**config.mk**
```make
export PLATFORM = sky130hd
export DESIGN_NAME = load_cycle_controller_flat
export DESIGN_NICKNAME = d
export VERILOG_FILES = /design/src/rtl/load_ctrl_pkg.sv /design/src/rtl/load_cycle_controller_if.sv /design/src/rtl/load_ctrl_wait_timer.sv /design/src/rtl/load_cycle_controller.sv /design/src/flat_wrapper.sv
export SDC_FILE = /design/constraint.sdc
export NUM_CORES = 1
export LEC_CHECK = 0
export CAP_MARGIN = 25
export CORE_UTILIZATION = 38
export DETAILED_ROUTE_END_ITERATION = 6
export PLACE_DENSITY = 0.81
export SYNTH_ARGS = -nofsm -noshare
export SYNTH_HDL_FRONTEND = slang
export SYNTH_SLANG_ARGS = --single-unit
```
**constraint.sdc**
```tcl
create_clock -name clk -period 2.3 [get_ports clk]
set_clock_uncertainty 0.2 [all_clocks]
set_input_delay 0.46 -clock clk [delete_from_list [all_inputs] [get_ports clk]]
set_output_delay 0.46 -clock clk [all_outputs]
set_load 0.1 [all_outputs]
```
**src/rtl/load_ctrl_pkg.sv**
```systemverilog
// Shared definitions for the load-cycle controller: FSM states, opcodes, ALU codes,
// instruction field positions.
package load_ctrl_pkg;

    typedef enum logic [2:0] {
        S_IDLE   = 3'd0,
        S_DECODE = 3'd1,
        S_EXEC   = 3'd2,
        S_MEM    = 3'd3,
        S_WB     = 3'd4
    } state_t;

    localparam logic [5:0] LW_OPCODE       = 6'b100011;
    localparam logic [2:0] ALU_ADD         = 3'b010;
    localparam logic [2:0] ALU_NOP         = 3'b000;
    localparam int         MEM_TIMEOUT_DEF = 16;

    localparam int OPC_MSB = 31;
    localparam int OPC_LSB = 26;
    localparam int RS_MSB  = 25;
    localparam int RS_LSB  = 21;
    localparam int RT_MSB  = 20;
    localparam int RT_LSB  = 16;

    function automatic logic is_load(input logic [5:0] opcode);
        return opcode == LW_OPCODE;
    endfunction

endpackage

```
**src/rtl/load_cycle_controller_if.sv**
```systemverilog
// Instruction/datapath/memory signal bundle for load_cycle_controller.
// LOAD_CTRL_PERF_EN adds the load_count/stall_count performance counters.
interface load_cycle_controller_if;
    logic        instr_valid;
    logic        instr_ready;
    logic [31:0] instruction;
    logic [4:0]  rs_addr;
    logic [4:0]  rt_addr;
    logic        alu_src;
    logic [2:0]  alu_control;
    logic        mem_read;
    logic        mem_ready;
    logic [31:0] mem_rdata;
    logic        reg_write;
    logic [4:0]  write_reg;
    logic [31:0] write_data;
    logic        busy;
    logic        done;
    logic        illegal_op;
    logic        mem_timeout;
`ifdef LOAD_CTRL_PERF_EN
    logic [31:0] load_count;
    logic [31:0] stall_count;
`endif

    modport master (
        input  instr_valid, instruction, mem_ready, mem_rdata,
        output instr_ready, rs_addr, rt_addr, alu_src, alu_control, mem_read,
               reg_write, write_reg, write_data, busy, done, illegal_op, mem_timeout
`ifdef LOAD_CTRL_PERF_EN
        , output load_count, stall_count
`endif
    );

    modport slave (
        output instr_valid, instruction, mem_ready, mem_rdata,
        input  instr_ready, rs_addr, rt_addr, alu_src, alu_control, mem_read,
               reg_write, write_reg, write_data, busy, done, illegal_op, mem_timeout
`ifdef LOAD_CTRL_PERF_EN
        , input load_count, stall_count
`endif
    );
endinterface

```
**src/rtl/load_ctrl_wait_timer.sv**
```systemverilog
// MEM-phase wait counter: counts cycles spent in MEM, flags the last allowed cycle.
module load_ctrl_wait_timer #(
    parameter int LIMIT = 16
) (
    input  logic clk,
    input  logic reset,
    input  logic clear,
    input  logic enable,
    output logic expired
);
    localparam int W = (LIMIT > 2) ? $clog2(LIMIT) : 1;

    logic [W-1:0] cnt;

    always_ff @(posedge clk) begin
        if (reset || clear)
            cnt <= '0;
        else if (enable)
            cnt <= cnt + 1'b1;
    end

    assign expired = (cnt == W'(LIMIT - 1));
endmodule

```
**src/rtl/load_cycle_controller.sv**
```systemverilog
// Multi-cycle DECODE/EXEC/MEM/WB sequencer for the load datapath.
// Optional LOAD_CTRL_PERF_EN: completed-load and memory-stall counters.
module load_cycle_controller
    import load_ctrl_pkg::*;
#(
    parameter int MEM_TIMEOUT = MEM_TIMEOUT_DEF
) (
    input  logic                      clk,
    input  logic                      reset,
    load_cycle_controller_if.master   bus
);
    state_t     state, state_next;
    logic [5:0] opcode_q;
    logic       accept;
    logic       in_mem;
    logic       expired;
    logic       alu_on;

    assign bus.instr_ready = (state == S_IDLE);
    assign accept          = bus.instr_valid && bus.instr_ready;
    assign in_mem          = (state == S_MEM);
    assign alu_on          = (state_next == S_EXEC) || (state_next == S_MEM) || (state_next == S_WB);

    load_ctrl_wait_timer #(.LIMIT(MEM_TIMEOUT)) u_wait_timer (
        .clk     (clk),
        .reset   (reset),
        .clear   (!in_mem),
        .enable  (in_mem),
        .expired (expired)
    );

    always_ff @(posedge clk) begin
        if (reset)
            state <= S_IDLE;
        else
            state <= state_next;
    end

    always_comb begin
        state_next = state;
        case (state)
            S_IDLE:   if (accept) state_next = S_DECODE;
            S_DECODE: state_next = is_load(opcode_q) ? S_EXEC : S_IDLE;
            S_EXEC:   state_next = S_MEM;
            // ready on the final allowed cycle still completes the load
            S_MEM: begin
                if (bus.mem_ready)
                    state_next = S_WB;
                else if (expired)
                    state_next = S_IDLE;
            end
            S_WB:     state_next = S_IDLE;
            default:  state_next = S_IDLE;
        endcase
    end

    // All datapath controls are registered off the next state so they line up with it.
    always_ff @(posedge clk) begin
        if (reset) begin
            opcode_q        <= '0;
            bus.rs_addr     <= '0;
            bus.rt_addr     <= '0;
            bus.write_reg   <= '0;
            bus.write_data  <= '0;
            bus.alu_src     <= 1'b0;
            bus.alu_control <= ALU_NOP;
            bus.mem_read    <= 1'b0;
            bus.reg_write   <= 1'b0;
            bus.done        <= 1'b0;
            bus.busy        <= 1'b0;
            bus.illegal_op  <= 1'b0;
            bus.mem_timeout <= 1'b0;
        end else begin
            bus.busy        <= (state_next != S_IDLE);
            bus.mem_read    <= (state_next == S_MEM);
            bus.reg_write   <= (state_next == S_WB);
            bus.done        <= (state_next == S_WB);
            bus.alu_src     <= alu_on;
            bus.alu_control <= alu_on ? ALU_ADD : ALU_NOP;
            bus.illegal_op  <= accept && !is_load(bus.instruction[OPC_MSB:OPC_LSB]);
            bus.mem_timeout <= in_mem && !bus.mem_ready && expired;
            if (accept) begin
                opcode_q      <= bus.instruction[OPC_MSB:OPC_LSB];
                bus.rs_addr   <= bus.instruction[RS_MSB:RS_LSB];
                bus.rt_addr   <= bus.instruction[RT_MSB:RT_LSB];
                bus.write_reg <= bus.instruction[RT_MSB:RT_LSB];
            end
            if (in_mem && bus.mem_ready)
                bus.write_data <= bus.mem_rdata;
        end
    end

`ifdef LOAD_CTRL_PERF_EN
    always_ff @(posedge clk) begin
        if (reset) begin
            bus.load_count  <= '0;
            bus.stall_count <= '0;
        end else begin
            if (state == S_WB)
                bus.load_count <= bus.load_count + 32'd1;
            if (in_mem && !bus.mem_ready)
                bus.stall_count <= bus.stall_count + 32'd1;
        end
    end
`endif

endmodule
```
**src/flat_wrapper.sv**
```systemverilog
// flat-port wrapper written by rule: the top's interface ports become plain ports
module load_cycle_controller_flat import load_ctrl_pkg::*;
#(
    parameter int MEM_TIMEOUT = MEM_TIMEOUT_DEF
)
  (clk, reset, bus_instr_valid, bus_instruction, bus_mem_ready, bus_mem_rdata, bus_instr_ready, bus_rs_addr, bus_rt_addr, bus_alu_src, bus_alu_control, bus_mem_read, bus_reg_write, bus_write_reg, bus_write_data, bus_busy, bus_done, bus_illegal_op, bus_mem_timeout);
  load_cycle_controller_if bus_i ();
  input  logic clk;
  input  logic reset;
  input wire logic [$bits(bus_i.instr_valid)-1:0] bus_instr_valid;
  input wire logic [$bits(bus_i.instruction)-1:0] bus_instruction;
  input wire logic [$bits(bus_i.mem_ready)-1:0] bus_mem_ready;
  input wire logic [$bits(bus_i.mem_rdata)-1:0] bus_mem_rdata;
  output wire logic [$bits(bus_i.instr_ready)-1:0] bus_instr_ready;
  output wire logic [$bits(bus_i.rs_addr)-1:0] bus_rs_addr;
  output wire logic [$bits(bus_i.rt_addr)-1:0] bus_rt_addr;
  output wire logic [$bits(bus_i.alu_src)-1:0] bus_alu_src;
  output wire logic [$bits(bus_i.alu_control)-1:0] bus_alu_control;
  output wire logic [$bits(bus_i.mem_read)-1:0] bus_mem_read;
  output wire logic [$bits(bus_i.reg_write)-1:0] bus_reg_write;
  output wire logic [$bits(bus_i.write_reg)-1:0] bus_write_reg;
  output wire logic [$bits(bus_i.write_data)-1:0] bus_write_data;
  output wire logic [$bits(bus_i.busy)-1:0] bus_busy;
  output wire logic [$bits(bus_i.done)-1:0] bus_done;
  output wire logic [$bits(bus_i.illegal_op)-1:0] bus_illegal_op;
  output wire logic [$bits(bus_i.mem_timeout)-1:0] bus_mem_timeout;
  assign bus_i.instr_valid = bus_instr_valid;
  assign bus_i.instruction = bus_instruction;
  assign bus_i.mem_ready = bus_mem_ready;
  assign bus_i.mem_rdata = bus_mem_rdata;
  assign bus_instr_ready = bus_i.instr_ready;
  assign bus_rs_addr = bus_i.rs_addr;
  assign bus_rt_addr = bus_i.rt_addr;
  assign bus_alu_src = bus_i.alu_src;
  assign bus_alu_control = bus_i.alu_control;
  assign bus_mem_read = bus_i.mem_read;
  assign bus_reg_write = bus_i.reg_write;
  assign bus_write_reg = bus_i.write_reg;
  assign bus_write_data = bus_i.write_data;
  assign bus_busy = bus_i.busy;
  assign bus_done = bus_i.done;
  assign bus_illegal_op = bus_i.illegal_op;
  assign bus_mem_timeout = bus_i.mem_timeout;
  load_cycle_controller #(.MEM_TIMEOUT(MEM_TIMEOUT)) u_core (.clk(clk), .reset(reset), .bus(bus_i));
endmodule
```
=== Word-level counts from Yosys, hierarchy flattened ===
Cells that the tools add are included.

* Output and inout bits: 58
* Bits of input ports: 68
* Register bits after elaboration: 64
* Word-level logic and storage cells: 42

* Multiplexer cells: 6
* Add/sub/neg operators: 1
* Eq/ne operators: 9
* Reduce and logical (&&, ||, !) cells: 13

{| class="wikitable"
|+ Operator list
! cell !! count
|-
| $eq A3 B2 Y1 const B || 4
|-
| $eq A6 B6 Y1 const B || 2
|-
| $pmux W3 S4 || 1
|-
| $mux W3 || 3
|-
| $logic_and A1 B1 Y1 || 5
|-
| $add A4 B1 Y4 const B || 1
|-
| $eq A4 B4 Y1 const B || 1
|-
| $mux W2 || 2
|-
| $eq A3 B1 Y1 const B || 1
|-
| $eq A3 B3 Y1 const B || 1
|-
| $logic_not A1 Y1 || 3
|-
| $logic_not A3 Y1 || 1
|-
| $logic_or A1 B1 Y1 || 3
|-
| $reduce_bool A3 Y1 || 1
|}

=== Longest topological paths before layout ===
Gate-level depths: netlist of run 1.

* Depth after elaboration: 8
* Gate-level depth with buffers: 6
* Mapped depth without buffers: 4

=== By module ===
A second synthesis of run 1 with hierarchy kept.

* Cells, all modules: 276
* Area, all modules: 2321.0 um^2

{| class="wikitable"
|+ By module, submodules not included
! module !! sequential area each (um^2) !! area each (um^2) !! times used !! cells each
|-
| load_cycle_controller || 1141.1 || 2127.0 || 1 || 258
|-
| load_ctrl_wait_timer || 80.1 || 193.9 || 1 || 18
|}

=== Worst setup path before layout of run 1 ===
OpenSTA, ideal clock, no wires.

* Path type: register -> output
* From: register u_core.state[0]
* To: output port bus_instr_ready
* Required time: 1.640 ns
* Path buffers: 1
* Arrival time: 2.501 ns
* Cell stages (with the launch flop): 3
* Slack: -0.861 ns
* Cell sequence: dfxtp_1 > buf_4 > nor3_1

* Word-level cells in the longest chain between the ends: 1

{| class="wikitable"
|+ RTL lines
! what !! RTL line !! source
|-
| start, declared || load_cycle_controller.sv:12 || <nowiki>state_t state, state_next;</nowiki>
|-
| start signal, assigned || load_cycle_controller.sv:36 || <nowiki>state <= state_next;</nowiki>
|-
| $logic_not A3 Y1 || load_cycle_controller.sv:19 || <nowiki>assign bus.instr_ready = (state == S_IDLE);</nowiki>
|-
| end, declared || flat_wrapper.sv:14 || <nowiki>output wire logic [$bits(bus_i.instr_ready)-1:0] bus_instr_ready;</nowiki>
|}

Every way passes these cells.

=== Final worst setup path of run 1 ===
* From: register u_core.state[1]
* To: output port bus_instr_ready

The elaborated chain is that of the path after synthesis.

==> flow_metrics.env, run 1 <==
export IMPL_run_status="finished clean"
export IMPL_synthCells=273
export IMPL_hold_buffers=0
export IMPL_reg2reg_depth=3
export IMPL_pin_count=126
export IMPL_drt_initial_drc_count=86
export IMPL_drive_gt1_frac=0.220
export IMPL_dr_pass1_iters=4
export IMPL_max_cap_viol_count=0
export IMPL_dieArea_um2=6290
export IMPL_grt_antenna_before_repair=0
export IMPL_critical_path_top_delay_family="flip-flops"
export IMPL_hold_depth=2
export IMPL_grt_usage=0.180
export IMPL_slew_viol_final=0
export IMPL_fp_dieH_um=79.3
export IMPL_critical_path_buf_inv_count=1
export IMPL_routedWlPerCell_um=11.9
export IMPL_port_buffers=107
export IMPL_area_growth_pct=52.0
export IMPL_critPathKind="reg2out"
export IMPL_ys_warn_count=0
export IMPL_clk_transition_reported_paths_ns=0.07
export IMPL_grt_max_degree=33
export IMPL_die_w_um=79.3
export IMPL_drt_total_wl_mm=5.35
export IMPL_ctsResizeCount=0
export IMPL_instances_no_fill=449
export IMPL_seq_area_frac_synth=0.538
export IMPL_fillers=502
export IMPL_cp_end_kind="primary output"
export IMPL_cts_root_buf="clkbuf_8"
export IMPL_power_leakage_nw=1.40
export IMPL_antennaDiodeCount=0
export IMPL_dp_cells=433
export IMPL_cts_tree="built"
export IMPL_slowest_delay_ns=0.42
export IMPL_path_depth=2
export IMPL_hold_class="reg2reg"
export IMPL_worstPathArrival_ns=1.24
export IMPL_synth_seq_cells=61
export IMPL_crit_slowest_cell="dfxtp_1"
export IMPL_synth_distinct_cells=29
export IMPL_clk_latency_ns=0.33
export IMPL_gp_congestion=0.732
export IMPL_cts_max_path_buffers=2
export IMPL_antenna_left=0
export IMPL_viasPerCell=4.71
export IMPL_crit_path_start_kind="register"
export IMPL_avgSynthCellArea_um2=8.32
export IMPL_setup_viol=0
export IMPL_clock_sinks=61
export IMPL_core_area_um2=5640
export IMPL_top_register="u_core.bus.write_data"
export IMPL_setup_tns_ns=0
export IMPL_rows=27
export IMPL_synth_area_top_cells="dfxtp_1, nand2_1, a21oi_1, buf_4, clkbuf_1"
export IMPL_rsz0062_at_grt="false"
export IMPL_top_regs="u_core.bus.write_data x32, u_core.opcode_q x6"
export IMPL_ctsHtreeMaxLevel=3
export IMPL_post_route_period_util=0.828
export IMPL_cts_setup_buffers=0
export IMPL_largest_register_ffs=32
export IMPL_cp_max_fo=10
export IMPL_fmax_mhz=525
export IMPL_yosysTopAreaCell="dfxtp_1"
export IMPL_grt_overflow=0
export IMPL_cts_buffers=9
export IMPL_irDropWorstVdd_mv=0.569
export IMPL_vias=2116
export IMPL_hold_viol=0
export IMPL_grt_first_pass_wirelength_mm=8.71
export IMPL_hpwl_mm=3.71
export IMPL_finalCriticalPeriod_ns=1.90
export IMPL_start_util=0.403
export IMPL_synthDominantCellAreaShare=0.538
export IMPL_drc=0
export IMPL_grt_pass1_vias=2000
export IMPL_p_per_area_nw_per_um2=743
export IMPL_fin_nets=441
export IMPL_worstPathCellList="nor3_2 -> buf_12"
export IMPL_cp_required_ns=1.64
export IMPL_synth_area_um2=2270
[worst register-to-register path, delay by kind of cell (launching register included)]
| kind | cells | cell delay (ns) |
|---|---|---|
| DFF | 1 | 0.42 |
| buffers and inverters | 1 | 0.21 |
| and+or+nand+nor | 1 | 0.55 |
| AOI/OAI and AO/OA | 1 | 0.25 |
[kinds of logic (layout without fill, tap and decap cells)]
logic type | after synthesis | count (layout) | share of synthesized area
AOI/OAI and AO/OA | 55 | 55 | 0.129
buffers and inverters | 29 | 132 | 0.0760
and+or+nand+nor | 124 | 124 | 0.242
adders and majority gates | 1 | 1 | 0.00551
DFF | 61 | 61 | 0.538
other | 1 | 2 | 0.00165
xor gates and xnor gates | 2 | 2 | 0.00771
[layout make-up]
cell class,instances,area [um^2],share of cell area
multi-input cells,184,886,0.257
well taps,72,90.1,0.0261
clock buffers,13,179,0.0518
clock inverters,3,65.1,0.0188
inverters,2,7.51,0.00217
repair buffers,114,1000,0.291
flip-flops and latches,61,1220,0.354
[final timing paths]
path,start,endpoint,slack (ns)
hold reg to reg,u_core.bus.write_data[29],u_core.bus.write_data[29],0.25
setup reg to reg,u_core.state[1],u_core.bus.illegal_op,0.58
hold / removal,u_core.bus.write_data[29],u_core.bus.write_data[29],0.25
setup / recovery,u_core.state[1],bus_instr_ready,0.40
[Yosys cell counts]
cell type and n:
a31oi_1 1, nor2b_1 2, nor4bb_1 2, buf_8 1
clkbuf_1 14, a311oi_2 1, nor3_1 2, nor4b_4 1
nand3_1 6, inv_1 2, and2_1 4, buf_4 10
a21boi_0 1, nand2_1 96, nand4b_1 1, o221ai_1 1
buf_6 2, ha_1 1, o21ai_0 2, xnor2_1 1
xor2_1 1, nor2_1 5, conb_1 1, dfxtp_1 61
nor4b_1 1, and4b_1 1, a21oi_1 49, nand4_1 2
or4b_1 1
[per-stage QoR]
step	hold slack, ns	cell area [um^2]	worst slack, ns	power (mW)	utilization
final	0.254	3450	0.396	2.56	0.612
after global placement	0.234	3210	0.128	1.46	0.569
after CTS	0.255	3450	0.372	2.59	0.612
after detailed placement	0.246	3210	0.144	1.46	0.569
after global routing	0.270	3450	0.314	2.66	0.612
after floorplan	0.218	2280	0.000965	1.34	-
[layout by cell type (no fill, tap or decap), types with 2 or more instances in the layout]
| master | netlist | final |
|---|---|---|
| o21ai_0 | 2 | 2 |
| nand2_1 | 96 | 96 |
| bufinv_16 | 0 | 2 |
| nand3_1 | 6 | 6 |
| nand4_1 | 2 | 2 |
| a21oi_1 | 49 | 49 |
| clkbuf_8 | 0 | 13 |
| dfxtp_1 | 61 | 61 |
| nor4bb_1 | 2 | 2 |
| and2_1 | 4 | 4 |
| inv_1 | 2 | 2 |
| nor2b_1 | 2 | 2 |
| buf_4 | 10 | 61 |
| buf_12 | 0 | 2 |
| clkdlybuf4s50_1 | 0 | 50 |
| nor2_1 | 5 | 5 |
| conb_1 | 1 | 2 |
[where the power goes]
group,switching (mW),leakage [nW],internal [mW]
registers,0.0133,0.495,1.08
logic,0.220,0.778,0.126
clock network,0.401,0.126,0.727
total,0.634,1.40,1.93
[per-layer routing]
metal,global-route usage,routed length (um)
met1,0.200,2360
met2,0.303,2560
met3,0.0782,357
met4,0.0655,69
met5,0,0
Power figures use the tool's default switching activity.
==> run 2, diff against run 1 <==
--- a/config.mk
+++ b/config.mk
@@ -6,9 +6,9 @@
 export NUM_CORES = 1
 export LEC_CHECK = 0
 export CAP_MARGIN = 25
-export CORE_UTILIZATION = 38
+export CORE_UTILIZATION = 34
 export DETAILED_ROUTE_END_ITERATION = 6
-export PLACE_DENSITY = 0.81
+export PLACE_DENSITY = 0.77
 export SYNTH_ARGS = -nofsm -noshare
 export SYNTH_HDL_FRONTEND = slang
 export SYNTH_SLANG_ARGS = --single-unit
==> constraint.sdc (replaced) <==
create_clock -name clk -period 1.7 [get_ports clk]
set_clock_uncertainty 0.2 [all_clocks]
set_input_delay 0.34 -clock clk [delete_from_list [all_inputs] [get_ports clk]]
set_output_delay 0.34 -clock clk [all_outputs]
set_load 0.1 [all_outputs]
==> run 2 against run 1 <==
Net effect: clock-buffer cell count shrank 1; clock power grew 19%; critical path depth grew 1; die area grew 11%; power grew 32%; utilization grew 5.4 points; worst hold slack lost 0.063 ns; critical path type unchanged.
==> flow_metrics.env, run 2 (synthesized netlist as in run 1, its figures left out) <==
export IMPL_grt_overflow=0
export IMPL_slew_viol_final=0
export IMPL_antennaDiodeCount=0
export IMPL_fin_nets=452
export IMPL_viasPerCell=4.71
export IMPL_grt_pass1_vias=2155
export IMPL_die_w_um=83.7
export IMPL_antenna_left=0
export IMPL_utilization=0.666
export IMPL_p_seq_frac=0.440
export IMPL_use_met3=0.0613
export IMPL_cp_end_kind="primary output"
export IMPL_worstPathArrival_ns=1.14
export IMPL_cp_max_fo=2
export IMPL_dr_pass1_iters=4
export IMPL_drt_initial_drc_count=83
export IMPL_cts_max_path_buffers=2
export IMPL_slowest_delay_ns=0.33
export IMPL_top_register="u_core.bus.write_data"
export IMPL_start_util=0.356
export IMPL_hpwl_mm=4.29
export IMPL_cts_root_buf="clkbuf_8"
export IMPL_reg2reg_depth=4
export IMPL_top_regs="u_core.bus.write_data x32, u_core.opcode_q x6"
export IMPL_post_route_period_util=0.991
export IMPL_dieArea_um2=7010
export IMPL_grt_antenna_before_repair=0
export IMPL_rsz0062_at_grt="true"
export IMPL_total_power_mw=3.38
export IMPL_ctsHtreeMaxLevel=3
export IMPL_hold_class="in2reg"
export IMPL_pin_count=126
export IMPL_regToRegEndpoint="u_core.bus.illegal_op"
export IMPL_area_growth_pct=87.4
export IMPL_fmax_mhz=594
export IMPL_p_per_area_nw_per_um2=794
export IMPL_grt_usage=0.179
export IMPL_critPathKind="reg2out"
export IMPL_clk_latency_ns=0.33
export IMPL_gr_usage_met1=0.206
export IMPL_run_status="finished clean"
export IMPL_cp_required_ns=1.16
export IMPL_largest_register_ffs=32
export IMPL_placed_area_um2=4000
export IMPL_critical_path_top_delay_family="flip-flops"
export IMPL_power_leakage_nw=1.62
export IMPL_crit_path_start_kind="register"
export IMPL_grt_max_degree=33
export IMPL_setup_viol=0
export IMPL_vias=2191
export IMPL_grt_first_pass_wirelength_mm=10.0
export IMPL_hold_viol=0
export IMPL_reg2reg_slack_ns=0.06
export IMPL_crit_end="bus_instr_ready"
export IMPL_cts_tree="built"
export IMPL_path_depth=3
export IMPL_layout_common_cells="nand2_1, buf_12, dfxtp_1"
export IMPL_startpoint="u_core.state[1]"
export IMPL_drc=0
export IMPL_max_cap_viol_count=0
export IMPL_hold_ws_ns=0.191
export IMPL_drive_gt1_frac=0.268
export IMPL_crit_slowest_cell="dfxtp_2"
export IMPL_rr_startpoint="u_core.state[1]"
export IMPL_critical_path_buf_inv_count=2
export IMPL_gp_congestion=0.773
export IMPL_p_int_mw=2.49
export IMPL_core_area_um2=6390
export IMPL_drt_total_wl_mm=5.94
export IMPL_p_clk_frac=0.397
export IMPL_clk_transition_reported_paths_ns=0.06
export IMPL_clock_sinks=61
export IMPL_p_switching_mw=0.886
export IMPL_cts_buffers=9
export IMPL_rows=29
export IMPL_fp_dieH_um=83.7
export IMPL_grt_busiest_layer="met2"
export IMPL_fin_area_um2=4260
export IMPL_combPwrFrac=0.164
export IMPL_routedWlPerCell_um=12.8
export IMPL_hold_buffers=0
export IMPL_worstPathCellList="buf_6 -> nor3_4 -> buf_12"
export IMPL_port_buffers=107
export IMPL_finalCriticalPeriod_ns=1.68
export IMPL_irDropWorstVdd_mv=0.536
export IMPL_global_route_usage_met2=0.300
export IMPL_mostFrequentLayoutCell="nand2_1"
export IMPL_power_switching_share=0.262
==> run 2: how the worst min path moves through the flow <==
stage / from / end / cells past startpoint
after global placement: u_core.u_wait_timer.cnt[0] / u_core.u_wait_timer.cnt[0] / 1
after floorplan: u_core.u_wait_timer.cnt[0] / u_core.u_wait_timer.cnt[0] / 1
final: reset / u_core.state[1] / 3
after CTS: reset / u_core.state[1] / 3
after global routing: reset / u_core.state[1] / 3
after detailed placement: u_core.u_wait_timer.cnt[0] / u_core.u_wait_timer.cnt[0] / 1
==> run 2: area by class of cell <==
type,count,area [um^2]
Sequential cell,61,1230
Clock inverter,4,45.0
Multi-Input combinational cell,184,898
Clock buffer,12,165
Tap cell,77,96.3
Fill cell,477,2130
Inverter,2,7.51
Timing Repair Buffer,125,1810
==> run 2: layer usage <==
| layer | part of all wire | up-vias |
|---|---|---|
| met5 | 0 | - |
| met3 | 0.063 | 5 |
| met2 | 0.54 | 64 |
| li1 | - | 1101 |
| met4 | 0.0093 | 0 |
| met1 | 0.39 | 1021 |
==> run 2: stage by stage <==
stage	setup WS, ns	cells	setup TNS (ns)
finish	0.0161	465	0
global route	-0.0338	465	-0.0338
CTS	-0.000872	462	-0.000872
detailed placement	-0.265	445	-7.52
global placement	-0.230	445	-6.08
floorplan	-0.0591	274	-0.0591
==> run 2: what timing repair did <==
action                                 in CTS  in global routing
endpoints found under the hold margin       0                  0
gates resized for setup                     4                  2
setup endpoints to repair                   1                  2
pin swaps                                   1                  1
setup buffers                               1                  3
==> run 2: tightest hold or removal path, delay by kind of cell <==
kind / cells / cell delay (ns)
AOI/OAI and AO/OA: 1 / 0.13
buffers and inverters: 1 / 0.12
and+or+nand+nor: 1 / 0.09
==> run 2: power by group through the flow <==
stage | clock [mW] | sequential (mW) | combinational (mW)
after global routing | 1.45 | 1.49 | 0.576
after CTS | 1.37 | 1.49 | 0.553
final | 1.34 | 1.49 | 0.553
after global placement | 0 | 1.52 | 0.544
after detailed placement | 0 | 1.52 | 0.548
after floorplan | 0 | 1.63 | 0.185
